### src/rtl/vga_axil_slave_if.sv
// vga_axil_slave_if: AXI4-Lite channel bundle between the SoC interconnect and the vga_top bridge
// Signals: aw*/w*/b* write address, data and response channels; ar*/r* read address and data
//   channels. The master modport drives valids, addresses, data and response readies.
//   The slave modport drives address/data readies, responses and read data.
interface vga_axil_slave_if #(
    parameter int AW = 15,
    parameter int DW = 32
);
    logic            awvalid;
    logic            awready;
    logic [AW+1:0]   awaddr;
    logic            wvalid;
    logic            wready;
    logic [DW-1:0]   wdata;
    logic [DW/8-1:0] wstrb;
    logic            bvalid;
    logic            bready;
    logic [1:0]      bresp;
    logic            arvalid;
    logic            arready;
    logic [AW+1:0]   araddr;
    logic            rvalid;
    logic            rready;
    logic [DW-1:0]   rdata;
    logic [1:0]      rresp;

    modport master (
        output awvalid, awaddr, wvalid, wdata, wstrb, bready, arvalid, araddr, rready,
        input  awready, wready, bvalid, bresp, arready, rvalid, rdata, rresp
    );

    modport slave (
        input  awvalid, awaddr, wvalid, wdata, wstrb, bready, arvalid, araddr, rready,
        output awready, wready, bvalid, bresp, arready, rvalid, rdata, rresp
    );
endinterface

### src/rtl/vga_axil_slave.sv
// vga_axil_slave: AXI4-Lite slave that turns each AXI transaction into a vga_top strobe
// Ports: clk_i system clock; rstn_i asynchronous active-low reset; s_axi AXI4-Lite slave
//   channels; axil_wready_o/axil_waddr_o/axil_wdata_o/axil_wstrb_o one-cycle write strobe
//   to vga_top; axil_rreq_o/axil_raddr_o one-cycle read request; axil_rdata_i read data
//   valid RD_LATENCY cycles after the request.
module vga_axil_slave #(
    parameter int C_AXI_ADDR_WIDTH = 15,
    parameter int C_AXI_DATA_WIDTH = 32,
    parameter int RD_LATENCY       = 1
) (
    input  logic                            clk_i,
    input  logic                            rstn_i,
    vga_axil_slave_if.slave                 s_axi,
    output logic [C_AXI_DATA_WIDTH-1:0]     axil_wdata_o,
    output logic [C_AXI_DATA_WIDTH/8-1:0]   axil_wstrb_o,
    output logic [C_AXI_ADDR_WIDTH-1:0]     axil_waddr_o,
    output logic                            axil_wready_o,
    output logic                            axil_rreq_o,
    output logic [C_AXI_ADDR_WIDTH-1:0]     axil_raddr_o,
    input  logic [C_AXI_DATA_WIDTH-1:0]     axil_rdata_i
);
    localparam int AW = C_AXI_ADDR_WIDTH;
    localparam int DW = C_AXI_DATA_WIDTH;
    localparam int SW = DW / 8;
    localparam int CW = RD_LATENCY > 1 ? $clog2(RD_LATENCY) : 1;
    localparam logic [CW-1:0] LAST = CW'(RD_LATENCY - 1);

    localparam logic [1:0] W_IDLE   = 2'd0;
    localparam logic [1:0] W_STROBE = 2'd1;
    localparam logic [1:0] W_RESP   = 2'd2;
    localparam logic [1:0] R_IDLE   = 2'd0;
    localparam logic [1:0] R_REQ    = 2'd1;
    localparam logic [1:0] R_WAIT   = 2'd2;
    localparam logic [1:0] R_RESP   = 2'd3;

    logic [1:0]    w_state;
    logic [1:0]    r_state;
    logic          aw_held;
    logic          w_held;
    logic [AW-1:0] awaddr_q;
    logic [DW-1:0] wdata_q;
    logic [SW-1:0] wstrb_q;
    logic [CW-1:0] cnt;
    logic          aw_hs;
    logic          w_hs;
    logic          ar_hs;
    logic          aw_got;
    logic          w_got;
    logic          unused_addr_bits;

    assign aw_hs  = s_axi.awvalid & s_axi.awready;
    assign w_hs   = s_axi.wvalid & s_axi.wready;
    assign ar_hs  = s_axi.arvalid & s_axi.arready;
    assign aw_got = aw_held | aw_hs;
    assign w_got  = w_held | w_hs;
    assign s_axi.bresp = 2'b00;
    assign s_axi.rresp = 2'b00;
    assign unused_addr_bits = ^{s_axi.awaddr[1:0], s_axi.araddr[1:0]};

    // AW and W are collected independently; the strobe fires once both are in hand,
    // taking the just-handshaken value directly when it arrives in the final cycle.
    always_ff @(posedge clk_i or negedge rstn_i) begin
        if (!rstn_i) begin
            w_state        <= W_IDLE;
            aw_held        <= 1'b0;
            w_held         <= 1'b0;
            awaddr_q       <= '0;
            wdata_q        <= '0;
            wstrb_q        <= '0;
            s_axi.awready  <= 1'b0;
            s_axi.wready   <= 1'b0;
            s_axi.bvalid   <= 1'b0;
            axil_wready_o  <= 1'b0;
            axil_waddr_o   <= '0;
            axil_wdata_o   <= '0;
            axil_wstrb_o   <= '0;
        end else begin
            case (w_state)
                W_IDLE: begin
                    if (aw_hs) awaddr_q <= s_axi.awaddr[AW+1:2];
                    if (w_hs) begin
                        wdata_q <= s_axi.wdata;
                        wstrb_q <= s_axi.wstrb;
                    end
                    if (aw_got && w_got) begin
                        w_state       <= W_STROBE;
                        axil_wready_o <= 1'b1;
                        axil_waddr_o  <= aw_hs ? s_axi.awaddr[AW+1:2] : awaddr_q;
                        axil_wdata_o  <= w_hs ? s_axi.wdata : wdata_q;
                        axil_wstrb_o  <= w_hs ? s_axi.wstrb : wstrb_q;
                        aw_held       <= 1'b0;
                        w_held        <= 1'b0;
                        s_axi.awready <= 1'b0;
                        s_axi.wready  <= 1'b0;
                    end else begin
                        aw_held       <= aw_got;
                        w_held        <= w_got;
                        s_axi.awready <= ~aw_got;
                        s_axi.wready  <= ~w_got;
                    end
                end
                W_STROBE: begin
                    axil_wready_o <= 1'b0;
                    s_axi.bvalid  <= 1'b1;
                    w_state       <= W_RESP;
                end
                default: begin
                    if (s_axi.bready) begin
                        s_axi.bvalid  <= 1'b0;
                        s_axi.awready <= 1'b1;
                        s_axi.wready  <= 1'b1;
                        w_state       <= W_IDLE;
                    end
                end
            endcase
        end
    end

    // cnt spans the RD_LATENCY wait cycles so axil_rdata_i is sampled exactly when valid.
    always_ff @(posedge clk_i or negedge rstn_i) begin
        if (!rstn_i) begin
            r_state       <= R_IDLE;
            cnt           <= '0;
            s_axi.arready <= 1'b0;
            s_axi.rvalid  <= 1'b0;
            s_axi.rdata   <= '0;
            axil_rreq_o   <= 1'b0;
            axil_raddr_o  <= '0;
        end else begin
            case (r_state)
                R_IDLE: begin
                    if (ar_hs) begin
                        s_axi.arready <= 1'b0;
                        axil_raddr_o  <= s_axi.araddr[AW+1:2];
                        axil_rreq_o   <= 1'b1;
                        r_state       <= R_REQ;
                    end else begin
                        s_axi.arready <= 1'b1;
                    end
                end
                R_REQ: begin
                    axil_rreq_o <= 1'b0;
                    cnt         <= '0;
                    r_state     <= R_WAIT;
                end
                R_WAIT: begin
                    if (cnt == LAST) begin
                        s_axi.rdata  <= axil_rdata_i;
                        s_axi.rvalid <= 1'b1;
                        r_state      <= R_RESP;
                    end else begin
                        cnt <= cnt + 1'b1;
                    end
                end
                default: begin
                    if (s_axi.rready) begin
                        s_axi.rvalid  <= 1'b0;
                        s_axi.arready <= 1'b1;
                        r_state       <= R_IDLE;
                    end
                end
            endcase
        end
    end
endmodule

### src/flat_wrapper.sv
// flat-port wrapper written by rule: the top's interface ports become plain ports
module vga_axil_slave_flat 
#(
    parameter int C_AXI_ADDR_WIDTH = 15,
    parameter int C_AXI_DATA_WIDTH = 32,
    parameter int RD_LATENCY       = 1
)
  (clk_i, rstn_i, axil_wdata_o, axil_wstrb_o, axil_waddr_o, axil_wready_o, axil_rreq_o, axil_raddr_o, axil_rdata_i, s_axi_awvalid, s_axi_awaddr, s_axi_wvalid, s_axi_wdata, s_axi_wstrb, s_axi_bready, s_axi_arvalid, s_axi_araddr, s_axi_rready, s_axi_awready, s_axi_wready, s_axi_bvalid, s_axi_bresp, s_axi_arready, s_axi_rvalid, s_axi_rdata, s_axi_rresp);
  vga_axil_slave_if #(.AW(15), .DW(32)) s_axi_i ();
  input  logic clk_i;
  input  logic rstn_i;
  output logic [C_AXI_DATA_WIDTH-1:0] axil_wdata_o;
  output logic [C_AXI_DATA_WIDTH/8-1:0] axil_wstrb_o;
  output logic [C_AXI_ADDR_WIDTH-1:0] axil_waddr_o;
  output logic axil_wready_o;
  output logic axil_rreq_o;
  output logic [C_AXI_ADDR_WIDTH-1:0] axil_raddr_o;
  input  logic [C_AXI_DATA_WIDTH-1:0] axil_rdata_i;
  input wire logic [$bits(s_axi_i.awvalid)-1:0] s_axi_awvalid;
  input wire logic [$bits(s_axi_i.awaddr)-1:0] s_axi_awaddr;
  input wire logic [$bits(s_axi_i.wvalid)-1:0] s_axi_wvalid;
  input wire logic [$bits(s_axi_i.wdata)-1:0] s_axi_wdata;
  input wire logic [$bits(s_axi_i.wstrb)-1:0] s_axi_wstrb;
  input wire logic [$bits(s_axi_i.bready)-1:0] s_axi_bready;
  input wire logic [$bits(s_axi_i.arvalid)-1:0] s_axi_arvalid;
  input wire logic [$bits(s_axi_i.araddr)-1:0] s_axi_araddr;
  input wire logic [$bits(s_axi_i.rready)-1:0] s_axi_rready;
  output wire logic [$bits(s_axi_i.awready)-1:0] s_axi_awready;
  output wire logic [$bits(s_axi_i.wready)-1:0] s_axi_wready;
  output wire logic [$bits(s_axi_i.bvalid)-1:0] s_axi_bvalid;
  output wire logic [$bits(s_axi_i.bresp)-1:0] s_axi_bresp;
  output wire logic [$bits(s_axi_i.arready)-1:0] s_axi_arready;
  output wire logic [$bits(s_axi_i.rvalid)-1:0] s_axi_rvalid;
  output wire logic [$bits(s_axi_i.rdata)-1:0] s_axi_rdata;
  output wire logic [$bits(s_axi_i.rresp)-1:0] s_axi_rresp;
  assign s_axi_i.awvalid = s_axi_awvalid;
  assign s_axi_i.awaddr = s_axi_awaddr;
  assign s_axi_i.wvalid = s_axi_wvalid;
  assign s_axi_i.wdata = s_axi_wdata;
  assign s_axi_i.wstrb = s_axi_wstrb;
  assign s_axi_i.bready = s_axi_bready;
  assign s_axi_i.arvalid = s_axi_arvalid;
  assign s_axi_i.araddr = s_axi_araddr;
  assign s_axi_i.rready = s_axi_rready;
  assign s_axi_awready = s_axi_i.awready;
  assign s_axi_wready = s_axi_i.wready;
  assign s_axi_bvalid = s_axi_i.bvalid;
  assign s_axi_bresp = s_axi_i.bresp;
  assign s_axi_arready = s_axi_i.arready;
  assign s_axi_rvalid = s_axi_i.rvalid;
  assign s_axi_rdata = s_axi_i.rdata;
  assign s_axi_rresp = s_axi_i.rresp;
  vga_axil_slave #(.C_AXI_ADDR_WIDTH(C_AXI_ADDR_WIDTH), .C_AXI_DATA_WIDTH(C_AXI_DATA_WIDTH), .RD_LATENCY(RD_LATENCY)) u_core (.clk_i(clk_i), .rstn_i(rstn_i), .s_axi(s_axi_i), .axil_wdata_o(axil_wdata_o), .axil_wstrb_o(axil_wstrb_o), .axil_waddr_o(axil_waddr_o), .axil_wready_o(axil_wready_o), .axil_rreq_o(axil_rreq_o), .axil_raddr_o(axil_raddr_o), .axil_rdata_i(axil_rdata_i));
endmodule
### config.mk
export PLATFORM = sky130hd
export DESIGN_NAME = vga_axil_slave_flat
export DESIGN_NICKNAME = d
export VERILOG_FILES = /design/src/rtl/vga_axil_slave_if.sv /design/src/rtl/vga_axil_slave.sv /design/src/flat_wrapper.sv
export SDC_FILE = /design/constraint.sdc
export NUM_CORES = 1
export LEC_CHECK = 0
export CAP_MARGIN = 20
export CORE_UTILIZATION = 50
export CTS_BUF_LIST = sky130_fd_sc_hd__clkbuf_16
export DETAILED_ROUTE_END_ITERATION = 6
export GPL_TIMING_DRIVEN = 0
export PLACE_DENSITY_LB_ADDON = 0.05
export SETUP_SLACK_MARGIN = 0.5
export SLEW_MARGIN = 20
export SYNTH_ARGS = -nofsm -noshare
export SYNTH_HDL_FRONTEND = slang
export SYNTH_SLANG_ARGS = --single-unit
### constraint.sdc
create_clock -name clk_i -period 3.9 [get_ports clk_i]
set_clock_uncertainty 0.15 [all_clocks]
set_input_delay 1.17 -clock clk_i [delete_from_list [all_inputs] [get_ports clk_i]]
set_output_delay 1.17 -clock clk_i [all_outputs]
set_load 0.01 [all_outputs]
; After elaboration in Yosys (flattened, before gate mapping)
; Cells that the tools add are included.
; W data, S select, Z words.
[totals]
register_bits = 163
input_bits = 109
elab_cells = 95
[classes]
addsub = 1
eq_ne = 6
n_mux = 31
bitwise = 12
n_reduce_logical = 25
[ops]
columns = op, n
row1 = $mux W32, 1
row2 = $reduce_and A2 Y1, 9
row3 = $pmux W1 S2, 8
row4 = $mux W15, 1
row5 = $reduce_bool A2 Y1, 7
row6 = $mux W1, 13
row7 = $mux W2, 5
row8 = $not A1 Y1, 7
row9 = $pmux W2 S3, 1
row10 = $reduce_and A3 Y1, 2
row11 = $eq A2 B1 Y1 const B, 2
row12 = $logic_not A2 Y1, 2
row13 = $mux W4, 1
row14 = $ne A2 B1 Y1 const B, 2
row15 = $pmux W2 S2, 1
row16 = $reduce_bool A4 Y1, 1
row17 = $reduce_or A2 Y1, 2
row18 = $and A1 B1 Y1, 3
row19 = $reduce_bool A3 Y1, 1
row20 = $eq A2 B2 Y1 const B, 1
row21 = $ne A2 B2 Y1 const B, 1
row22 = $or A1 B1 Y1, 2
row23 = $add A1 B1 Y1 const B, 1
row24 = $logic_and A1 B1 Y1, 1

; Logic depth before layout (Yosys ltp)
[logic_depth]
word_depth = 5
mapped_depth = 6
depth_no_buf = 5

; Worst setup path after synthesis
; OpenSTA, ideal clock, no wires.
[synth_path]
path_type = input to register
startpoint = input s_axi_awvalid
endpoint = register u_core.axil_waddr_o[10]
t_arrival_ps = 2154
required_ps = 3625
setup_slack_ps = 1471
cell_stages = 4
n_path_buf = 1
path_cell_list = and2_1 > o221ai_4 > buf_4 > mux2_2
[synth_between]
elab_chain_len = 4
elab_cells_between_ends = 5
cone_classes = 1 x mux / 2 x bitwise / 2 x reduce/logical
[synth_rtl]
columns = item, line
row1 = from (decl), flat_wrapper.sv:19  ; input wire logic [$bits(s_axi_i.awvalid)-1:0] s_axi_awvalid;
row2 = $and A1 B1 Y1 (*), vga_axil_slave.sv:51  ; assign aw_hs = s_axi.awvalid & s_axi.awready;
row3 = $or A1 B1 Y1, vga_axil_slave.sv:54  ; assign aw_got = aw_held | aw_hs;
row4 = $logic_and A1 B1 Y1, vga_axil_slave.sv:85  ; if (aw_got && w_got) begin
row5 = $reduce_and A2 Y1 (no line), -
row6 = to (signal assigned), vga_axil_slave.sv:88  ; axil_waddr_o <= aw_hs ? s_axi.awaddr[AW+1:2] : awaddr_q;
row7 = to (decl), vga_axil_slave.sv:16  ; output logic [C_AXI_ADDR_WIDTH-1:0] axil_waddr_o,
; Every way passes the cells marked *; elsewhere a longest branch is shown, timed or not.
; A chain may end at the register's enable or synchronous reset.

; Final worst setup path
[layout_path]
startpoint = register u_core.s_axi.wready
endpoint = output s_axi_wready
[layout_lines]
columns = item, line
row1 = from (decl), vga_axil_slave_if.sv:34  ; output awready, wready, bvalid, bresp, arready, rvalid, rdata, rresp
row2 = from (signal assigned), vga_axil_slave.sv:99  ; s_axi.wready <= ~w_got;
row3 = to (decl), flat_wrapper.sv:29  ; output wire logic [$bits(s_axi_i.wready)-1:0] s_axi_wready;
; No word-level cell between the ends.

==> out/summary.json <==
{
  "slew_headroom": {"value": 59.8, "unit": "%"},
  "antenna-diode-count": {"value": 0},
  "clk-insertion-delay-late": {"value": 0.42, "unit": "ns"},
  "synth_top_family_by_area": {"value": "multiplexers"},
  "timing.critical_path.from_type": {"value": "flip-flop"},
  "drt-initial-drc-count": {"value": 185},
  "cts_tree": {"value": "yes"},
  "cp-end-kind": {"value": "primary output"},
  "final_net_count": {"value": 788},
  "cts_buffer_depth": {"value": 2},
  "worst_ep_required_time": {"value": 2.58, "unit": "ns"},
  "cp_top_family": {"value": "buffers and inverters"},
  "drt_first_pass_iters": {"value": 4},
  "grt_first_pass_wirelength": {"value": 25200, "unit": "microns"},
  "hold_ws": {"value": 0.340, "unit": "ns"},
  "clkTransAtPathRegs": {"value": 0.06, "unit": "ns"},
  "die_footprint": {"value": 0.0140, "unit": "sq mm"},
  "number_of_antenna_violations_at_the_first_check_in_global_routing": {"value": 0},
  "ys_warn_count": {"value": 0},
  "synth.area.mux_share": {"value": 22.9, "unit": "%"},
  "syn-instance-count": {"value": 443},
  "number_of_post_cts_setup_repair_buffers": {"value": 0},
  "final.min_clock_period": {"value": 2.75, "unit": "ns"},
  "floorplan.rows": {"value": 42},
  "dpl.hpwl": {"value": 10900, "unit": "microns"},
  "port-buffer-count": {"value": 209},
  "htreeDepth": {"value": 4},
  "crit_path_top_delay_cell": {"value": "sky130_fd_sc_hd__clkdlybuf4s50_1"},
  "ir_drop": {"value": 0.435, "unit": "mV"},
  "grt_setup_unrepaired": {"value": "false"},
  "clock-sinks": {"value": 162},
  "routed_wirelength": {"value": 15600, "unit": "microns"},
  "seq_area_frac_synth": {"value": 59.8, "unit": "%"},
  "grt-ovfl-total": {"value": 0},
  "synth_simple_gate_area_share": {"value": 1.64, "unit": "%"},
  "worstPathCellList": {"value": "clkdlybuf4s50_1"},
  "critPathBufInv": {"value": 1},
  "dp_cells": {"value": 832},
  "final_antenna_net_count": {"value": 0},
  "timing.final.crit_share": {"value": 70.5, "unit": "%"},
  "status": {"value": "finished clean"},
  "fraction_of_registers_with_async_set_reset": {"value": 100, "unit": "%"},
  "ios": {"value": 218},
  "die_width": {"value": 118, "unit": "microns"},
  "cts_hold_buf": {"value": 0},
  "max_cap_viol_count": {"value": 0},
  "crit_path_max_incr_delay": {"value": 0.59, "unit": "ns"},
  "routabilityCongestion": {"value": 0.747},
  "worstMarginPinSlew": {"value": 0.603, "unit": "ns"},
  "syn_area_per_cell": {"value": 15.3, "unit": "sq um"},
  "synth_edf_count": {"value": 0},
  "areaGrowthSynthToFinish": {"value": 42.8, "unit": "%"},
  "core_area": {"value": 0.0132, "unit": "sq mm"},
  "route.detailed.drc": {"value": 0},
  "die_h": {"value": 118, "unit": "microns"},
  "finalHoldViolations": {"value": 0},
  "postCtsResizedCells": {"value": 0},
  "start_util": {"value": 51.2, "unit": "%"},
  "synth_compound_area_share": {"value": 11.0, "unit": "%"},
  "synth_adder_area_share": {"value": 0.738, "unit": "%"},
  "grt_use_total": {"value": 23.4, "unit": "%"},
  "finalSetupTns": {"value": 0, "unit": "ns"},
  "ys_types": {"value": 35},
  "worstHoldPathType": {"value": "reg -> reg"},
  "vias": {"value": 4600},
  "share_of_layout_cells_above_drive_strength_1": {"value": 28.3, "unit": "%"},
  "critical_path_class": {"value": "reg -> out"},
  "wire_per_inst": {"value": 18.0, "unit": "microns"},
  "utilization": {"value": 73.2, "unit": "%"},
  "worstPathArrival": {"value": 1.43, "unit": "ns"},
  "ys_seq_elements": {"value": 162},
  "drv_slew": {"value": 0},
  "clk_root_buffer_cell": {"value": "sky130_fd_sc_hd__clkbuf_16"},
  "yosys.cell_count.top_type": {"value": "sky130_fd_sc_hd__dfrtp_1"},
  "yosys-top-cells-count": {"value": "sky130_fd_sc_hd__dfrtp_1 (162), sky130_fd_sc_hd__mux2_2 (99), sky130_fd_sc_hd__a22oi_1 (36), sky130_fd_sc_hd__o2bb2ai_1 (36), sky130_fd_sc_hd__mux2_4 (29)"},
  "via_count_of_the_first_global_routing_pass": {"value": 5027},
  "post-synth-top-area-fraction": {"value": 59.8, "unit": "%"},
  "synthXorXnorAreaFrac": {"value": 0, "unit": "%"},
  "stdcell_count": {"value": 864},
  "max_freq": {"value": 364, "unit": "MHz"},
  "powerDensity": {"value": 855, "unit": "mW/mm^2"},
  "path_max_fanout": {"value": 4},
  "cts-buffers-inserted": {"value": 17},
  "ys_dominant_reg_cell": {"value": "sky130_fd_sc_hd__dfrtp_1"},
  "setup_violators_final": {"value": 0},
  "post_synth_top_area_cell": {"value": "sky130_fd_sc_hd__dfrtp_1"},
  "grt_max_degree": {"value": 83},
  "netlist_area": {"value": 0.00678, "unit": "sq mm"},
  "synth_area_leaders": {"value": "sky130_fd_sc_hd__dfrtp_1 (60%), sky130_fd_sc_hd__mux2_2 (16%), sky130_fd_sc_hd__mux2_4 (6.4%), sky130_fd_sc_hd__o2bb2ai_1 (4.6%), sky130_fd_sc_hd__a22oi_1 (4.0%)"},
  "static-leakage-power": {"value": 4.07, "unit": "nW"},
  "route.detailed.vias_per_inst": {"value": 5.32}
}
layer usage:
metal  wire length (microns)  global-route usage, %  vias up  part of all wire [%]
met5                       0                      0        -                     0
met4                     306                   8.78        0                   2.0
met3                    1100                   8.16       24                   7.1
met2                    7820                   39.5      155                    50
met1                    6320                   27.4     2326                    41
li1                        -                      -     2095                     -
cells in the final DEF, fill, tap and decap left out, drive strengths merged, types with 4 or more instances in the layout:
cell type | synthesis | final
a22oi | 36 | 36
buf | 27 | 29
clkbuf | 5 | 22
clkdlybuf4s50 | 0 | 208
clkinv | 0 | 11
conb | 1 | 4
dfrtp | 162 | 162
ha | 4 | 4
inv | 6 | 6
mux2 | 128 | 128
nand2 | 4 | 4
nor2 | 6 | 6
o21a | 4 | 4
o21ai | 7 | 7
o2bb2ai | 36 | 36
sequential cells by signal, summed over array words and instances, names as in the netlist, 2 cells and up:
name                 flops
u_core.axil_raddr_o     15
u_core.wstrb_q           4
u_core.s_axi.rdata      32
u_core.axil_waddr_o     15
u_core.awaddr_q         15
u_core.axil_wstrb_o      4
u_core.r_state           2
u_core.axil_wdata_o     32
u_core.w_state           2
u_core.wdata_q          32
logic make-up after synthesis:
kind of cell,after synthesis
AO/OA/AOI/OAI,93
adder cells (fa/ha/maj),4
buffers and inverters,38
flip-flops,162
multiplexers,128
other,1
AND/OR/NAND/NOR,17
worst paths after layout:
| check | start | endpoint | slack, ns | cells after the start |
|---|---|---|---|---|
| worst max register to register | u_core.r_state[0] | u_core.s_axi.rdata[9] | 1.94 | 5 |
| worst min-delay path | u_core.axil_wstrb_o[3] | u_core.axil_wstrb_o[3] | 0.34 | 1 |
| worst min register to register | u_core.axil_wstrb_o[3] | u_core.axil_wstrb_o[3] | 0.34 | 1 |
| min in group asynchronous | rstn_i | u_core.s_axi.rdata[14] | 0.58 | 1 |
| max in group asynchronous | rstn_i | u_core.s_axi.rdata[29] | 2.22 | 2 |
| worst max-delay path | u_core.s_axi.wready | s_axi_wready | 1.15 | 1 |
final cells by class:
cell class | count | area, sq um
Multi-Input combinational cell | 246 | 2470
Clock buffer | 17 | 425
Inverter | 6 | 22.5
Clock inverter | 15 | 124
Buffer | 32 | 243
Fill cell | 911 | 3550
Tap cell | 176 | 220
Timing Repair Buffer | 210 | 2120
Sequential cell | 162 | 4050
power by group:
group          switching, mW  leakage [nW]  internal [mW]  total (mW)
Combinational           1.45          1.87           2.24        3.69
Sequential             0.487          1.94           2.54        3.02
Clock                  0.640         0.269          0.922        1.56
Total                   2.58          4.07           5.70        8.28
stage by stage:
step	setup WS, ns	total power, mW	cell area (sq um)
after floorplan	1.47	5.06	6790
after global routing	1.10	8.74	9690
after detailed placement	0.805	6.76	9140
after global placement	-4.86	6.60	9110
after CTS	1.13	8.36	9690
final	1.15	8.28	9690
Note: power is estimated with default switching activity, not from simulation.
